### config.mk
export PLATFORM = sky130hd
export DESIGN_NAME = bg_scroll_render
export DESIGN_NICKNAME = d
export VERILOG_FILES = /design/src/rtl/bg_scroll_render.sv
export SDC_FILE = /design/constraint.sdc
export NUM_CORES = 1
export LEC_CHECK = 0
export BUFFER_PORTS_ARGS = -buffer_cell sky130_fd_sc_hd__buf_2
export CORE_ASPECT_RATIO = 0.9
export CORE_MARGIN = 1
export CORE_UTILIZATION = 40
export CTS_CLUSTER_DIAMETER = 150
export DETAILED_ROUTE_END_ITERATION = 10
export HOLD_SLACK_MARGIN = 0.08
export PLACE_DENSITY = 0.66
export SYNTH_ARGS = -nofsm -noshare
export SYNTH_HDL_FRONTEND = slang
export SYNTH_SLANG_ARGS = --single-unit
export TNS_END_PERCENT = 20
### constraint.sdc
create_clock -name clk -period 2.7 [get_ports clk]
set_input_delay 0.135 -clock clk [delete_from_list [all_inputs] [get_ports clk]]
set_output_delay 0.135 -clock clk [all_outputs]
set_load 0.02 [all_outputs]
### src/rtl/bg_scroll_render.sv
// rtl/bg_scroll_render.sv - two-stage scrolling background renderer (sky, grass, dirt bands)
// Optional parallax cloud layer compiled in with BG_CLOUD_EN.
module bg_scroll_render #(
   parameter int H_RES     = 640,
   parameter int SKY_END   = 140,
   parameter int GRASS_END = 150,
   parameter int DIRT_END  = 180,
   parameter int SPEED_W   = 3
) (
   input  logic               clk,
   input  logic               reset,
   input  logic [9:0]         x,
   input  logic [9:0]         y,
   input  logic               de,
   input  logic               frame_start,
   input  logic               scroll_en,
   input  logic [SPEED_W-1:0] scroll_speed,
   output logic [7:0]         r,
   output logic [7:0]         g,
   output logic [7:0]         b,
   output logic               de_out,
   output logic [9:0]         scroll_x
);

   localparam logic [10:0] H_RES_W     = 11'(H_RES);
   localparam logic [9:0]  SKY_END_V   = 10'(SKY_END);
   localparam logic [9:0]  SKY_HALF_V  = 10'(SKY_END / 2);
   localparam logic [9:0]  TUFT_ROW_V  = 10'(SKY_END + 1);
   localparam logic [9:0]  GRASS_END_V = 10'(GRASS_END);
   localparam logic [9:0]  DIRT_END_V  = 10'(DIRT_END);

   logic [10:0] scroll_sum;
   logic [10:0] scroll_wrap;
   logic [10:0] pix_sum;
   logic [10:0] pix_wrap;
   logic        in_line;

   // Both operands are below H_RES, so a single conditional subtract wraps.
   always_comb begin
      scroll_sum  = {1'b0, scroll_x} + 11'(scroll_speed);
      scroll_wrap = (scroll_sum >= H_RES_W) ? scroll_sum - H_RES_W : scroll_sum;
      pix_sum     = {1'b0, x} + {1'b0, scroll_x};
      pix_wrap    = (pix_sum >= H_RES_W) ? pix_sum - H_RES_W : pix_sum;
      in_line     = ({1'b0, x} < H_RES_W);
   end

   always_ff @(posedge clk) begin
      if (reset) begin
         scroll_x <= '0;
      end else if (frame_start && scroll_en) begin
         scroll_x <= scroll_wrap[9:0];
      end
   end

   logic [9:0] xs1;
   logic [9:0] y1;
   logic       v1;
   logic       cloud1;

`ifdef BG_CLOUD_EN
   logic [6:0] cloud_pos;
   logic       cloud_hit;

   // Clouds move at half the ground speed; the 128-pixel repeat is a free 7-bit wrap.
   always_comb begin
      cloud_pos = x[6:0] + scroll_x[7:1];
      cloud_hit = (cloud_pos < 7'd48) && (y >= 10'd30) && (y <= 10'd45);
   end
`else
   logic cloud_hit;
   assign cloud_hit = 1'b0;
`endif

   always_ff @(posedge clk) begin
      if (reset) begin
         xs1    <= '0;
         y1     <= '0;
         v1     <= 1'b0;
         cloud1 <= 1'b0;
      end else begin
         xs1    <= pix_wrap[9:0];
         y1     <= y;
         v1     <= de && in_line;
         cloud1 <= cloud_hit;
      end
   end

   logic [9:0]  dirt_dy;
   logic [1:0]  dirt_idx;
   logic [23:0] rgb_next;

   always_comb begin
      dirt_dy  = y1 - GRASS_END_V;
      dirt_idx = xs1[2:1] ^ dirt_dy[2:1];
      rgb_next = 24'h000000;
      if (!v1) begin
         rgb_next = 24'h000000;
      end else if (y1 >= GRASS_END_V && y1 < DIRT_END_V) begin
         case (dirt_idx)
            2'd0:    rgb_next = 24'h6B4A2F;
            2'd1:    rgb_next = 24'h8B653F;
            2'd2:    rgb_next = 24'hA07A50;
            default: rgb_next = 24'h707070;
         endcase
      end else if (y1 >= SKY_END_V && y1 < GRASS_END_V) begin
         if (y1 == SKY_END_V || (y1 == TUFT_ROW_V && xs1[3]))
            rgb_next = 24'h7FC83F;
         else
            rgb_next = 24'h55A02F;
      end else if (cloud1) begin
         rgb_next = 24'hFFFFFF;
      end else if (y1 < SKY_END_V) begin
         rgb_next = (y1 < SKY_HALF_V) ? 24'h87CEEB : 24'h5DADE2;
      end
   end

   logic unused_bits;
   assign unused_bits = ^{xs1[9:4], xs1[0], dirt_dy[9:3], dirt_dy[0], scroll_sum[10], pix_wrap[10]};

   always_ff @(posedge clk) begin
      if (reset) begin
         r      <= '0;
         g      <= '0;
         b      <= '0;
         de_out <= 1'b0;
      end else begin
         {r, g, b} <= rgb_next;
         de_out    <= v1;
      end
   end

endmodule

## After elaboration in Yosys (flattened, before gate mapping)

Index checks and enable logic that the tools add are counted.

| storage, ports and cells | value |
|---|---|
| input bits | 28 |
| memories kept | 0 |
| bits in writable memories | 0 |
| bits in latches | 0 |
| flip-flop bits (word level) | 50 |
| output and inout port bits | 35 |
| memory bits (read-only) | 0 |
| logic and storage cells | 44 |

| operators by class | value |
|---|---|
| div/mod/pow operators | 0 |
| multiply operators | 0 |
| reductions and logical operators | 8 |
| equality and inequality tests | 4 |
| shift-type cells | 0 |
| magnitude comparators | 9 |
| $add $sub $neg | 5 |
| mux-type cells | 8 |
| bitwise gates (word level) | 2 |

Operator list:

| kind | number |
|---|---|
| $mux W24 | 4 |
| $pmux W24 S3 | 1 |
| $lt A10 B8 Y1 const B | 3 |
| $ge A11 B10 Y1 const B | 2 |
| $mux W22 | 1 |
| $eq A10 B8 Y1 const B | 2 |
| $ge A10 B8 Y1 const B | 2 |
| $add A10 B10 Y11 | 1 |
| $add A10 B3 Y11 | 1 |
| $lt A10 B10 Y1 const B | 1 |
| $lt A10 B7 Y1 const B | 1 |
| $mux W10 | 1 |
| $sub A10 B10 Y10 const B | 1 |
| $logic_and A1 B1 Y1 | 5 |
| $mux W4 | 1 |
| $sub A4 B1 Y4 const B | 1 |
| $sub A3 B3 Y3 const B | 1 |
| $eq A2 B1 Y1 const B | 1 |
| $eq A2 B2 Y1 const B | 1 |
| $logic_not A2 Y1 | 1 |
| $reduce_or A2 Y1 | 1 |
| $xor A2 B2 Y2 | 1 |
| $logic_or A1 B1 Y1 | 1 |
| $not A1 Y1 | 1 |

## Longest topological paths before layout

| depth | value |
|---|---|
| word-level depth | 6 |
| mapped depth | 12 |
| depth with buffers taken out | 11 |

## Worst setup path after synthesis

No wires, ideal clock.

| timing | value |
|---|---|
| path kind | register to register |
| start point | register scroll_x[0] |
| end point | register scroll_x[7] |
| clock period less this slack | 2.705 ns |
| setup time | 0.131 ns |
| stages on the path, launching flop included | 13 |
| path buffers | 1 |
| data arrival time | 2.575 ns |
| slack | -0.005 ns |
| cell sequence | dfxtp_1 > ha_1 > fa_1 > buf_2 > a21o_2 > nand3_1 > xnor2_1 > ha_1 > nor2_1 > a22oi_1 > a21oi_1 > nor4_1 > nor3b_2 |

| on the way | value |
|---|---|
| longest elaborated chain between the ends | 3 |

Ends and longest elaborated chain:

| what | RTL line | RTL |
|---|---|---|
| start: declaration | 22 | `output logic [9:0] scroll_x` |
| start signal: assignment | 51 | `scroll_x <= scroll_wrap[9:0];` |
| $add A10 B3 Y11 * | 40 | `scroll_sum = {1'b0, scroll_x} + 11'(scroll_speed);` |
| $sub A10 B10 Y10 or $ge A11 B10 Y1 (tied branches) | 41 | `scroll_wrap = (scroll_sum >= H_RES_W) ? scroll_sum - H_RES_W : scroll_sum;` |
| $mux W10 * | 41 |  |

Mark *: on every way between the ends. The rest lies on a longest branch, timed or not.
A chain may end at the register's enable or synchronous reset.

## Worst setup path after layout

Same ends and word-level chain as after synthesis.

==> impl_metrics.sql <==
INSERT INTO impl_metrics (metric_group, metric, value, unit) VALUES
('finish', 'fillCellCount', '553', ''),
('detailed_routing', 'routed-wl-met3', '253', 'µm'),
('synthesis', 'synth_area_in_compound_gates', '15.5', '%'),
('timing', 'layout_min_cycle_time', '2.61', 'ns'),
('setup_path', 'crit_family', 'simple AND/OR/NAND/NOR gates', ''),
('detailed_routing', 'route.layer.met1.wl', '2.65', 'mm'),
('timing', 'fin_worst_skew', '0.0103', 'ns'),
('floorplan', 'die_area', '6150', 'µm²'),
('floorplan', 'chipWidth', '82.6', 'µm'),
('finish', 'ant_cells', '0', ''),
('timing', 'final.hold.worst_slack', '0.181', 'ns'),
('detailed_routing', 'number_of_optimization_iterations_in_the_first_detailed_route_pass', '4', ''),
('synthesis', 'synth_edf_count', '0', ''),
('setup_path', 'timing.critical_path.from', 'scroll_x[0]', ''),
('setup_path', 'endpoint_kind', 'register', ''),
('timing', 'maxSlewHeadroom', '60.9', '%'),
('synthesis', 'yosys.area_share.xor_xnor', '5.25', '%'),
('pwr', 'power_leakage', '1.35', 'nW'),
('hold_path', 'hold_path_startpoint', 'x[9]', ''),
('detailed_routing', 'via_count', '2116', ''),
('pwr', 'max-vdd-ir-drop', '277', 'µV'),
('cts', 'worst_skew_pair.late_latency', '0.30', 'ns'),
('detailed_routing', 'routed.top_layer', 'met4', ''),
('floorplan', 'initial_utilization', '41.3', '%'),
('floorplan', 'die-height', '74.5', 'µm'),
('timing', 'achievable-frequency', '384', 'MHz'),
('place', 'place_congestion', '0.882', ''),
('synthesis', 'post_synth_instance_area', '2340', 'µm²'),
('detailed_routing', 'wl', '5.11', 'mm'),
('synthesis', 'netlist.area_leader.share', '39.4', '%'),
('cts', 'clock_tree.buffer_depth', '2', ''),
('setup_path', 'timing.critical_path.required', '2.87', 'ns'),
('setup_path', 'r2r_start', 'scroll_x[0]', ''),
('synthesis', 'post_synth_net_total', '314', ''),
('place', 'port_bufs', '59', ''),
('hold_path', 'hp-class', 'in -> reg', ''),
('finish', 'post-route-cell-area', '3020', 'µm²'),
('timing', 'tightestPinTransition', '0.587', 'ns'),
('finish', 'mostFrequentLayoutCell', 'buf_2', ''),
('detailed_routing', 'via_per_inst', '5.09', ''),
('timing', 'final_hold_viol_count', '0', ''),
('cts', 'cts_num_sinks', '46', ''),
('place', 'dpl-instance-area', '2710', 'µm²'),
('setup_path', 'setup.worst_path.start_class', 'register', ''),
('outcome', 'run_status', 'finished, final reports clean', ''),
('timing', 'fin_crit_sh', '96.6', '%'),
('global_route', 'globalRouteTotalUtil', '17.2', '%'),
('synthesis', 'synthAdderAreaFrac', '9.21', '%'),
('detailed_routing', 'drtAntennaViolNets', '0', ''),
('floorplan', 'io_pins', '63', ''),
('global_route', 'grt_first_pass_wirelength', '8.06', 'mm'),
('synthesis', 'synthesis.yosys.warnings', '0', ''),
('floorplan', 'placementRows', '26', ''),
('synthesis', 'synthCells', '270', ''),
('place', 'hpwlAfterDp', '3.66', 'mm'),
('pwr', 'cellPowerDensity', '498', 'nW/µm²'),
('setup_path', 'critical-path-slowest-cell', 'fa_2', ''),
('synthesis', 'main_combinational_cell_family_by_area_after_synthesis', 'simple AND/OR/NAND/NOR gates', ''),
('synthesis', 'yosys_register_bits', '46', ''),
('timing', 'maxSlewViolCount', '0', ''),
('global_route', 'grt_pass1_vias', '1733', ''),
('cts', 'worst_setup_hold_path_clk_slew', '0.09', 'ns'),
('synthesis', 'yosys-mux-area-fraction', '0.482', '%'),
('cts', 'cts-root-buf', 'clkbuf_8', ''),
('setup_path', 'cpPeakStageDelay', '0.47', 'ns'),
('finish', 'mostFrequentLayoutCells', 'buf_2 (59), dfxtp_1 (45), nor2_1 (35)', ''),
('setup_path', 'arrival', '2.78', 'ns'),
('pwr', 'design_power_total', '1.50', 'mW'),
('detailed_routing', 'drc_errors', '0', ''),
('setup_path', 'critical_path_fanout_max', '7', ''),
('finish', 'post_route_cells_drive_above_1_share', '28.6', '%');
[cell type report]
type                       instances  area (µm²)  area share (%)
multi-input combinational        197        1340            44.5
clock buffer                       5        68.8            2.28
inverter                          11        41.3            1.37
tap                               70        87.6            2.90
clock inverter                     3        43.8            1.45
sequential                        46         922            30.6
timing repair buffer              84         510            16.9
[cell usage after synthesis, types with 2 or more instances]
cell type  number
dfxtp_1        46
nor2_1         35
nand2_1        22
a21oi_1        18
ha_1           14
o21ai_0        13
inv_1          11
nor2b_1        10
xnor2_1        10
nand3_1         8
clkbuf_1        7
buf_2           5
and3_1          4
nor3_1          4
nor4_1          4
xor2_1          4
a211oi_1        3
and4_1          3
buf_4           3
nand2b_1        3
nand4_1         3
a21o_1          2
fa_1            2
nor3b_1         2
nor4b_1         2
o21a_1          2
o31ai_1         2
[kinds of logic (layout without fill, tap and decap cells)]
kind of cell | after synthesis | in the layout
AND/OR/NAND/NOR | 111 | 111
AO/OA/AOI/OAI | 55 | 55
flip-flops | 46 | 46
buffers and inverters | 27 | 103
adder cells (fa/ha/maj) | 16 | 16
XOR/XNOR | 14 | 14
multiplexers | 1 | 1
[per-stage QoR]
step / utilization (%) / worst slack, ns
finish: 53.3 / 0.0930
global route: 53.3 / -0.0471
CTS: 51.9 / 0.109
detailed placement: 47.9 / 0.0216
global placement: 47.9 / 0.0542
floorplan: - / 0.0199
[metal layers]
metal | vias to the layer above | track usage [%]
met1 | 967 | 25.8
met4 | 0 | 6.13
met5 | - | 0
met3 | 6 | 2.94
li1 | 1081 | -
met2 | 62 | 24.4
[registers in the layout, indices dropped and copies added (netlist names)]
| name | count |
|---|---|
| xs1 | 3 |
| de_out | 1 |
| r | 8 |
| scroll_x | 10 |
| b | 6 |
| v1 | 1 |
| g | 7 |
| y1 | 10 |
[where the power goes]
part / internal, mW / switching, mW / total (mW)
Combinational: 0.118 / 0.149 / 0.267
Sequential: 0.702 / 0.0162 / 0.719
Clock: 0.278 / 0.237 / 0.515
Total: 1.10 / 0.402 / 1.50
[path summary, 6_finish.rpt]
| check | cells after the start | slack [ns] | endpoint |
|---|---|---|---|
| max | 9 | 0.09 | scroll_x[7] |
| min reg2reg | 2 | 0.55 | scroll_x[6] |
| max reg2reg | 9 | 0.09 | scroll_x[7] |
| min | 3 | 0.18 | v1 |
[worst reg2reg max path, delay by kind of cell (launching register included)]
family                   cells  cell delay (ns)
AND/OR/NAND/NOR              6             1.44
flip-flops                   1             0.34
AO/OA/AOI/OAI                1             0.07
adder cells (fa/ha/maj)      2             0.63
[timing repair]
action / CTS / global route
resized for setup: 1 / 8
buffers inserted: 0 / 4
setup endpoints to repair: 1 / 2
hold endpoints to repair: 11 / 0
hold buffers: 11 / 0
pin swaps: 0 / 8
Power figures use the tool's default switching activity.
